`src/rtl/opensync_cf_pkg.sv`:
```
// Shared constants and frame classification helper for the opensync correctionfield updater.
package opensync_cf_pkg;

   localparam logic [15:0] PTP_ETHERTYPE   = 16'h88F7;
   localparam logic [15:0] PCF_ETHERTYPE   = 16'h891D;
   localparam logic [3:0]  PTP_EVENT_MAX   = 4'd3;
   localparam logic [10:0] ETH_TYPE_OFS    = 11'd12;
   localparam logic [10:0] PTP_MSGTYPE_OFS = 11'd14;
   localparam logic [10:0] BYTE_CNT_MAX    = 11'd2047;

   typedef enum logic [1:0] {
      CLS_OTHER = 2'd0,
      CLS_PTP   = 2'd1,
      CLS_PCF   = 2'd2
   } cf_class_e;

   // Only PTP event messages (Sync, Delay_Req, Pdelay_Req, Pdelay_Resp) carry a correctionField we update.
   function automatic cf_class_e cf_classify(input logic [15:0] etype,
                                             input logic [15:0] ptpType,
                                             input logic [15:0] pcfType,
                                             input logic [3:0]  msgType);
      cf_class_e cls;
      cls = CLS_OTHER;
      if ((etype == ptpType) && (msgType <= PTP_EVENT_MAX)) begin
         cls = CLS_PTP;
      end else if (etype == pcfType) begin
         cls = CLS_PCF;
      end
      return cls;
   endfunction

endpackage

```
`src/rtl/cf_byte_delay_line.sv`:
```
// Fixed-latency {valid,byte} shift register; also exposes the stage ahead of the tail so a
// consumer can load per-frame state in the same edge the first byte reaches the tail.
module cf_byte_delay_line #(
   parameter int DEPTH = 16
) (
   input  logic       i_clk,
   input  logic       i_rst_n,
   input  logic       i_wr,
   input  logic [7:0] iv_data,
   output logic       o_wr,
   output logic [7:0] ov_data,
   output logic       o_pre_wr
);

   logic [DEPTH-1:0]      r_wr;
   logic [DEPTH-1:0][7:0] r_data;

   always_ff @(posedge i_clk or negedge i_rst_n) begin
      if (!i_rst_n) begin
         r_wr   <= '0;
         r_data <= '0;
      end else begin
         r_wr   <= {r_wr[DEPTH-2:0], i_wr};
         r_data <= {r_data[DEPTH-2:0], iv_data};
      end
   end

   assign o_wr     = r_wr[DEPTH-1];
   assign ov_data  = r_data[DEPTH-1];
   assign o_pre_wr = r_wr[DEPTH-2];

endmodule

```
`src/rtl/cf_update_classify.sv`:
```
// Frame classifier ahead of the correctionfield residence-time calculator: timestamps, classifies
// and delays each frame. Define CF_CLASSIFY_STAT_EN to add per-class output frame counters.
module cf_update_classify
   import opensync_cf_pkg::*;
#(
   parameter int          DELAY_BYTES   = 16,
   parameter logic [15:0] PTP_ETHERTYPE = opensync_cf_pkg::PTP_ETHERTYPE,
   parameter logic [15:0] PCF_ETHERTYPE = opensync_cf_pkg::PCF_ETHERTYPE
) (
   input  logic        i_clk,
   input  logic        i_rst_n,
   input  logic [7:0]  iv_data,
   input  logic        i_data_wr,
   input  logic [63:0] iv_local_time,
   output logic [7:0]  ov_data,
   output logic        o_data_wr,
   output logic [63:0] ov_receive_time,
   output logic        o_cf_update_flag,
`ifdef CF_CLASSIFY_STAT_EN
   output logic        o_tsn_or_tte,
   output logic [31:0] ov_ptp_cnt,
   output logic [31:0] ov_pcf_cnt,
   output logic [31:0] ov_other_cnt
`else
   output logic        o_tsn_or_tte
`endif
);

   logic        r_armed;
   logic [10:0] r_cnt;
   logic [15:0] r_etype;
   logic [63:0] r_pend_time;
   logic        r_pend_flag;
   logic        r_pend_tsn;

   logic        w_in_wr;
   logic        w_pre_wr;
   logic        w_out_load;
   cf_class_e   w_cls;

   // A frame already in flight when reset releases is ignored until i_data_wr drops.
   assign w_in_wr = i_data_wr & r_armed;
   assign w_cls   = cf_classify(r_etype, PTP_ETHERTYPE, PCF_ETHERTYPE, iv_data[3:0]);

   always_ff @(posedge i_clk or negedge i_rst_n) begin
      if (!i_rst_n) begin
         r_armed     <= 1'b0;
         r_cnt       <= '0;
         r_etype     <= '0;
         r_pend_time <= '0;
         r_pend_flag <= 1'b0;
         r_pend_tsn  <= 1'b0;
      end else begin
         if (!i_data_wr) begin
            r_armed <= 1'b1;
         end
         if (!w_in_wr) begin
            r_cnt <= '0;
         end else if (r_cnt != BYTE_CNT_MAX) begin
            r_cnt <= r_cnt + 11'd1;
         end
         if (w_in_wr) begin
            if (r_cnt == 11'd0) begin
               r_pend_time <= iv_local_time;
               r_pend_flag <= 1'b0;
               r_pend_tsn  <= 1'b0;
               r_etype     <= '0;
            end
            if (r_cnt == ETH_TYPE_OFS) begin
               r_etype[15:8] <= iv_data;
            end
            if (r_cnt == ETH_TYPE_OFS + 11'd1) begin
               r_etype[7:0] <= iv_data;
            end
            if (r_cnt == PTP_MSGTYPE_OFS) begin
               r_pend_flag <= (w_cls != CLS_OTHER);
               r_pend_tsn  <= (w_cls == CLS_PTP);
            end
         end
      end
   end

   cf_byte_delay_line #(
      .DEPTH(DELAY_BYTES)
   ) u_delay (
      .i_clk    (i_clk),
      .i_rst_n  (i_rst_n),
      .i_wr     (w_in_wr),
      .iv_data  (iv_data),
      .o_wr     (o_data_wr),
      .ov_data  (ov_data),
      .o_pre_wr (w_pre_wr)
   );

   // Load on the edge where the first byte enters the tail, so metadata is already stable at output byte 0.
   assign w_out_load = w_pre_wr & ~o_data_wr;

   always_ff @(posedge i_clk or negedge i_rst_n) begin
      if (!i_rst_n) begin
         ov_receive_time  <= '0;
         o_cf_update_flag <= 1'b0;
         o_tsn_or_tte     <= 1'b0;
      end else if (w_out_load) begin
         ov_receive_time  <= r_pend_time;
         o_cf_update_flag <= r_pend_flag;
         o_tsn_or_tte     <= r_pend_tsn;
      end
   end

`ifdef CF_CLASSIFY_STAT_EN
   logic [31:0] r_ptp_cnt;
   logic [31:0] r_pcf_cnt;
   logic [31:0] r_other_cnt;

   always_ff @(posedge i_clk or negedge i_rst_n) begin
      if (!i_rst_n) begin
         r_ptp_cnt   <= '0;
         r_pcf_cnt   <= '0;
         r_other_cnt <= '0;
      end else if (w_out_load) begin
         if (r_pend_flag && r_pend_tsn) begin
            r_ptp_cnt <= r_ptp_cnt + 32'd1;
         end else if (r_pend_flag) begin
            r_pcf_cnt <= r_pcf_cnt + 32'd1;
         end else begin
            r_other_cnt <= r_other_cnt + 32'd1;
         end
      end
   end

   assign ov_ptp_cnt   = r_ptp_cnt;
   assign ov_pcf_cnt   = r_pcf_cnt;
   assign ov_other_cnt = r_other_cnt;
`else
`endif

endmodule
```
`config.mk`:
```
export PLATFORM = sky130hd
export DESIGN_NAME = cf_update_classify
export DESIGN_NICKNAME = d
export VERILOG_FILES = /design/src/rtl/opensync_cf_pkg.sv /design/src/rtl/cf_byte_delay_line.sv /design/src/rtl/cf_update_classify.sv
export SDC_FILE = /design/constraint.sdc
export NUM_CORES = 1
export LEC_CHECK = 0
export BUFFER_PORTS_ARGS = -buffer_cell sky130_fd_sc_hd__buf_2
export CAP_MARGIN = 20
export CORE_ASPECT_RATIO = 1.4
export CORE_MARGIN = 10
export CORE_UTILIZATION = 60
export CTS_CLUSTER_SIZE = 20
export DETAILED_ROUTE_END_ITERATION = 6
export HOLD_SLACK_MARGIN = 0.02
export PLACE_DENSITY = 0.89
export SETUP_SLACK_MARGIN = 0.02
export SKIP_LAST_GASP = 1
export SYNTH_ARGS = -nofsm -noshare
export SYNTH_HDL_FRONTEND = slang
export SYNTH_SLANG_ARGS = --single-unit
```
`constraint.sdc`:
```
create_clock -name i_clk -period 5.3 [get_ports i_clk]
set_input_delay 1.06 -clock i_clk [delete_from_list [all_inputs] [get_ports i_clk]]
set_output_delay 1.06 -clock i_clk [all_outputs]
set_load 0.1 [all_outputs]
```
Word level (Yosys, flattened, before mapping)
Cells that the tools add are included.
- register bits after elaboration: 304
- input port bits: 75
- $add $sub $neg: 1
- order comparisons: 1
- equality and inequality tests: 8
- multiplexer cells: 10
- bitwise gates (word level): 3
- reduce and logical (&&, ||, !) cells: 10
- operators by type and width (kind ; count):
    == test 11 x 4 -> 1 bit (second input constant) ; 3
    == test 16 bit (second input constant) ; 2
    2-to-1 mux 11 bit ; 2
    2-to-1 mux 16 bit ; 1
    2-to-1 mux 8 bit ; 2
    adder 11 x 1 -> 11 bit (second input constant) ; 1
    zero test 11 bit ; 1
    inequality test 11 bit (second input constant) ; 1
    AND reduction 2 bit ; 4
    nonzero test 2 bit ; 4
    less-or-equal comparator 4 x 2 -> 1 bit (second input constant) ; 1
    2-to-1 mux 2 bit ; 2
    2-to-1 mux 1 bit ; 3
    bitwise AND 1 bit ; 2
    == test 2 x 1 -> 1 bit (second input constant) ; 1
    inequality test 2 bit (second input constant) ; 1
    logical AND 1 bit ; 1
    inverter 1 bit ; 1

Logic depth before layout (Yosys ltp)
- word-level depth: 5
- depth in mapped cells: 9
- gate-level depth less buffers: 6

By module
From an unflattened synthesis, not the netlist that was laid out.
- cells, all modules: 562
- area total of the unflattened synthesis: 9950.8 µm²
- modules (own cells, without submodules) (module ; instances ; cells each ; area each (µm²) ; seq. area each (µm²)):
    cf_update_classify ; 1 ; 410 ; 6287.3 ; 4003.8
    cf_byte_delay_line ; 1 ; 152 ; 3663.5 ; 3603.5

Least setup slack after synthesis
Ideal clock, no wire load.
- path type: input-to-reg
- start: in i_data_wr
- end: reg r_pend_time[25]
- library setup time: 0.125 ns
- arrival time: 2.377 ns
- data required time: 5.175 ns
- setup slack: 2.798 ns
- stages: 6
- buffers on the path: 3
- path through: nand2_1 or4b_1 buf_2 buf_6 buf_6 mux2_4
- longest elaborated chain between the ends: 2
- RTL lines (what ; RTL line ; source):
    start, declared ; cf_update_classify.sv:13 ; input logic i_data_wr,
    bitwise AND 1 bit ; cf_update_classify.sv:42 ; assign w_in_wr = i_data_wr & r_armed;
    AND reduction 2 bit (no source line) ; - ;
    end signal, assigned ; cf_update_classify.sv:64 ; r_pend_time <= iv_local_time;
    end, declared ; cf_update_classify.sv:32 ; logic [63:0] r_pend_time;
No other way between the ends.
A chain may end at the register's enable or synchronous reset.

Worst setup path in the final report
- start: reg r_cnt[0]
- end: reg r_pend_time[32]
- longest elaborated chain between the ends: 2
- RTL lines (what ; RTL line ; source):
    start, declared ; cf_update_classify.sv:30 ; logic [10:0] r_cnt;
    start signal, assigned ; cf_update_classify.sv:60 ; r_cnt <= r_cnt + 11'd1;
    zero test 11 bit ; cf_update_classify.sv:63 ; if (r_cnt == 11'd0) begin
    AND reduction 2 bit (no source line) ; - ;
No other way between the ends.

==> results.md <==
* WL/cell at about 20 µm
* Post-Route WL at between 15 and 20 mm
* Worst r2r src: r_cnt[0]
* Endpoints failing hold at 0
* Sequential power share at approximately two fifths
* Final hold slack at roughly 340 ps
* Final worst setup slack at 2587 ps
* Relative slew slack at between 30% and 40%
* Least-Margin Pin Slew at approximately 1000 ps
* Nets at about 800
* Fin Setup TNS at 0 ps
* Cts repair resizes at 0
* Final Max Slew Viols at 0
* Asr flop ratio synth at 100.0%
* Peak Freq at between 300 and 400 MHz
* Synth Register Bits at 304
* Layout cell share with drive strength beyond 1 at 44.90%
* Most common cell after layout, fill and taps aside: dfrtp_1
* # hold bufs at CTS at 0
* Clk pwr share at between 20% and 30%
* Crit-path max FO at 56
* Port-buffer cells at 149
* R2R depth at 7
* Cell Int Power at between 4 and 5 mW
* R2R Setup Slk at roughly 2600 ps
* Post-route minimum period at about 2700 ps
* Critical Path AT at between 3000 and 4000 ps
* Antenna Nets Post-Route at 0
* Mapped Cells at 565
* Clock-pin slew on the worst setup and hold paths at 70 ps
* Logic pwr share at between 20% and 30%
* First-pass iteration count of the detailed router at 4
* Initial antenna violation count at 1
* Post-synth EDFFs at 0
* Period utilisation layout at about half
* Reg-to-Reg End: r_pend_time[32]
* Setup crit start kind: register
* P_sw at ~2.5 mW
* Lkg Pwr at ~5.7 nW
* Num CTS Buffers at 27
* Worst skew pair latency at between 500 and 600 ps
* 1st-iter DRT viols at between 200 and 300
* Seq/Total Area, Yosys at about three quarters
* DR vias/cell at approximately 5.4
* WHS Path Cells at 0
* RSZ-0062 raised after global routing: false
* Global route total overflow at 0
* Hold Path Sink: u_delay.r_wr[14]
* Synthesized net count at 644
* Power Dens Cells at between 500 and 600 mW/mm²
* Post-synth top flop: dfrtp_1
* Starting density of the core at slightly above 60%
* Commonest cells after routing, fill and taps aside: 304 x dfrtp_1, 148 x buf_2, 92 x mux2_2, 38 x mux2_4, 27 x clkbuf_16
* Die area at around 0.022 mm²
* Deepest clock path buffer count at 3
* H-tree levels at 1
* Syn. warnings at 0
* Root buffer cell: clkbuf_16
* Area growth syn-to-layout at 17.84%
* Min-delay src: u_delay.r_wr[13]
* GP Congestion at just under 0.8
* Mean Syn Cell Area at around 18 µm²
* All-layer global routing usage at around 17%
* Status: completed
* Unique masters post-synth at 39
* CP Class: reg -> reg
* Dpl cell area at 0.01095 mm²
* CTS tree: built
* VDD IR max at around 0.37 mV
* Core area at around 0.017 mm²
* Setup crit end kind: register
* Chip width at 129.5 µm
* Filler cell count in the final layout at 1009
* Final instance area at approximately 0.012 mm²
* Clock Sink Count at a little over 300
* Final setup fails at 0
* Worst path required time at between 5000 and 6000 ps
* DP HPWL at 12.53 mm
* Rows at 56
* Vias at 5111
* DP Worst Slack at ~1900 ps
* Clock Skew at 20.32 ps
* Postcts setup bufs at 0
* First-pass GRT wire length at 30.49 mm
* Largest net degree at the start of global routing at between 100 and 150
* Syn Std Cell Area at roughly 0.010 mm²
* Die H at between 150 and 200 µm
* Net Sw Frac at between 30% and 40%
* # DRC at 0
* Number of max-cap violations at 0
* Vias in the first global route at between 5k and 6k
* IO Count at 150
* Worst hold path type: reg -> reg
==> power by group through the flow <==
stage	Combinational, mW	Clock (mW)	Sequential, mW
after floorplan	0.395	0	4.06
after global placement	1.95	0	2.84
after detailed placement	1.99	0	2.88
after CTS	1.99	2.00	2.85
after global routing	2.03	2.08	2.88
final	1.97	1.95	2.84
==> per-stage QoR <==
stage / utilization, % / power [mW] / instances
2_1_floorplan: - / 4.454 / 565
3_5_place_dp: 65.92 / 4.866 / 892
5_1_grt: 71.48 / 7.002 / 939
6_report: 71.48 / 6.764 / 939
4_1_cts: 71.30 / 6.835 / 937
3_3_place_gp: 65.92 / 4.792 / 892
==> synth_stat cells, types with 5 or more instances <==
| library cell | n | share of area (%) |
|---|---|---|
| and3_1 | 5 | 0.31 |
| clkbuf_1 | 15 | 0.56 |
| dfrtp_1 | 304 | 76 |
| nand2_1 | 9 | 0.34 |
| buf_4 | 8 | 0.60 |
| mux2_2 | 92 | 10 |
| buf_6 | 5 | 0.56 |
| a22o_1 | 16 | 1.4 |
| nor2_1 | 6 | 0.22 |
| nand3_1 | 8 | 0.40 |
| mux2_4 | 38 | 5.7 |
| inv_1 | 6 | 0.22 |
==> how the worst max path moves through the flow <==
stage               from         endpoint  slack [ps]  cells past startpoint
3_3_place_gp   i_data_wr       r_etype[9]        2030                      6
6_report        r_cnt[0]  r_pend_time[32]        2590                      7
2_1_floorplan  i_data_wr  r_pend_time[25]        2800                      6
3_5_place_dp   i_data_wr      r_etype[13]        1860                      6
4_1_cts         r_cnt[0]       r_etype[2]        2300                      7
5_1_grt         r_cnt[0]  r_pend_time[26]        2490                      7
==> critical path: stages (launching register included) <==
cell     delay (ps)
dfrtp_1         440
inv_1           140
ha_1            160
or4b_1          470
or4b_4          520
buf_4           230
buf_16          250
mux2_4          350
==> registers in the layout, summed over array words and instances (netlist names), 8 cells and up <==
register / cells
r_pend_time: 64
ov_receive_time: 64
u_delay.r_wr: 16
r_etype: 16
u_delay.r_data: 120
u_delay.ov_data: 8
r_cnt: 11
==> metal layers <==
metal / global-route usage, % / vias up / share of wire (%)
met4: 6.955 / 0 / 3.1
met2: 29.34 / 178 / 53
met1: 19.48 / 2643 / 37
li1: - / 2247 / -
met3: 4.224 / 43 / 6.9
met5: 0 / - / 0
==> cells by family (layout without fill, tap and decap cells) <==
family / after synthesis / count (layout) / synth area share, %
buffers and inverters: 37 / 207 / 2.087
DFF: 304 / 304 / 75.52
AOI/OAI and AO/OA: 34 / 34 / 2.546
adders and majority gates: 4 / 4 / 0.4969
and+or+nand+nor: 53 / 53 / 3.130
xor gates and xnor gates: 2 / 2 / 0.1739
other: 0 / 1 / 0
muxes: 131 / 131 / 16.05
==> final cells by class <==
type,instances,area (µm²),area share (%)
Multi-Input combinational cell,224,2262,19.06
Timing Repair Buffer,156,828.3,6.978
Antenna cell,1,2.502,0.02108
Sequential cell,304,7607,64.09
Clock inverter,8,130.1,1.096
Inverter,6,22.52,0.1897
Clock buffer,37,763.2,6.430
Tap cell,203,254.0,2.140
No activity file was read; power rests on OpenSTA's default activity.
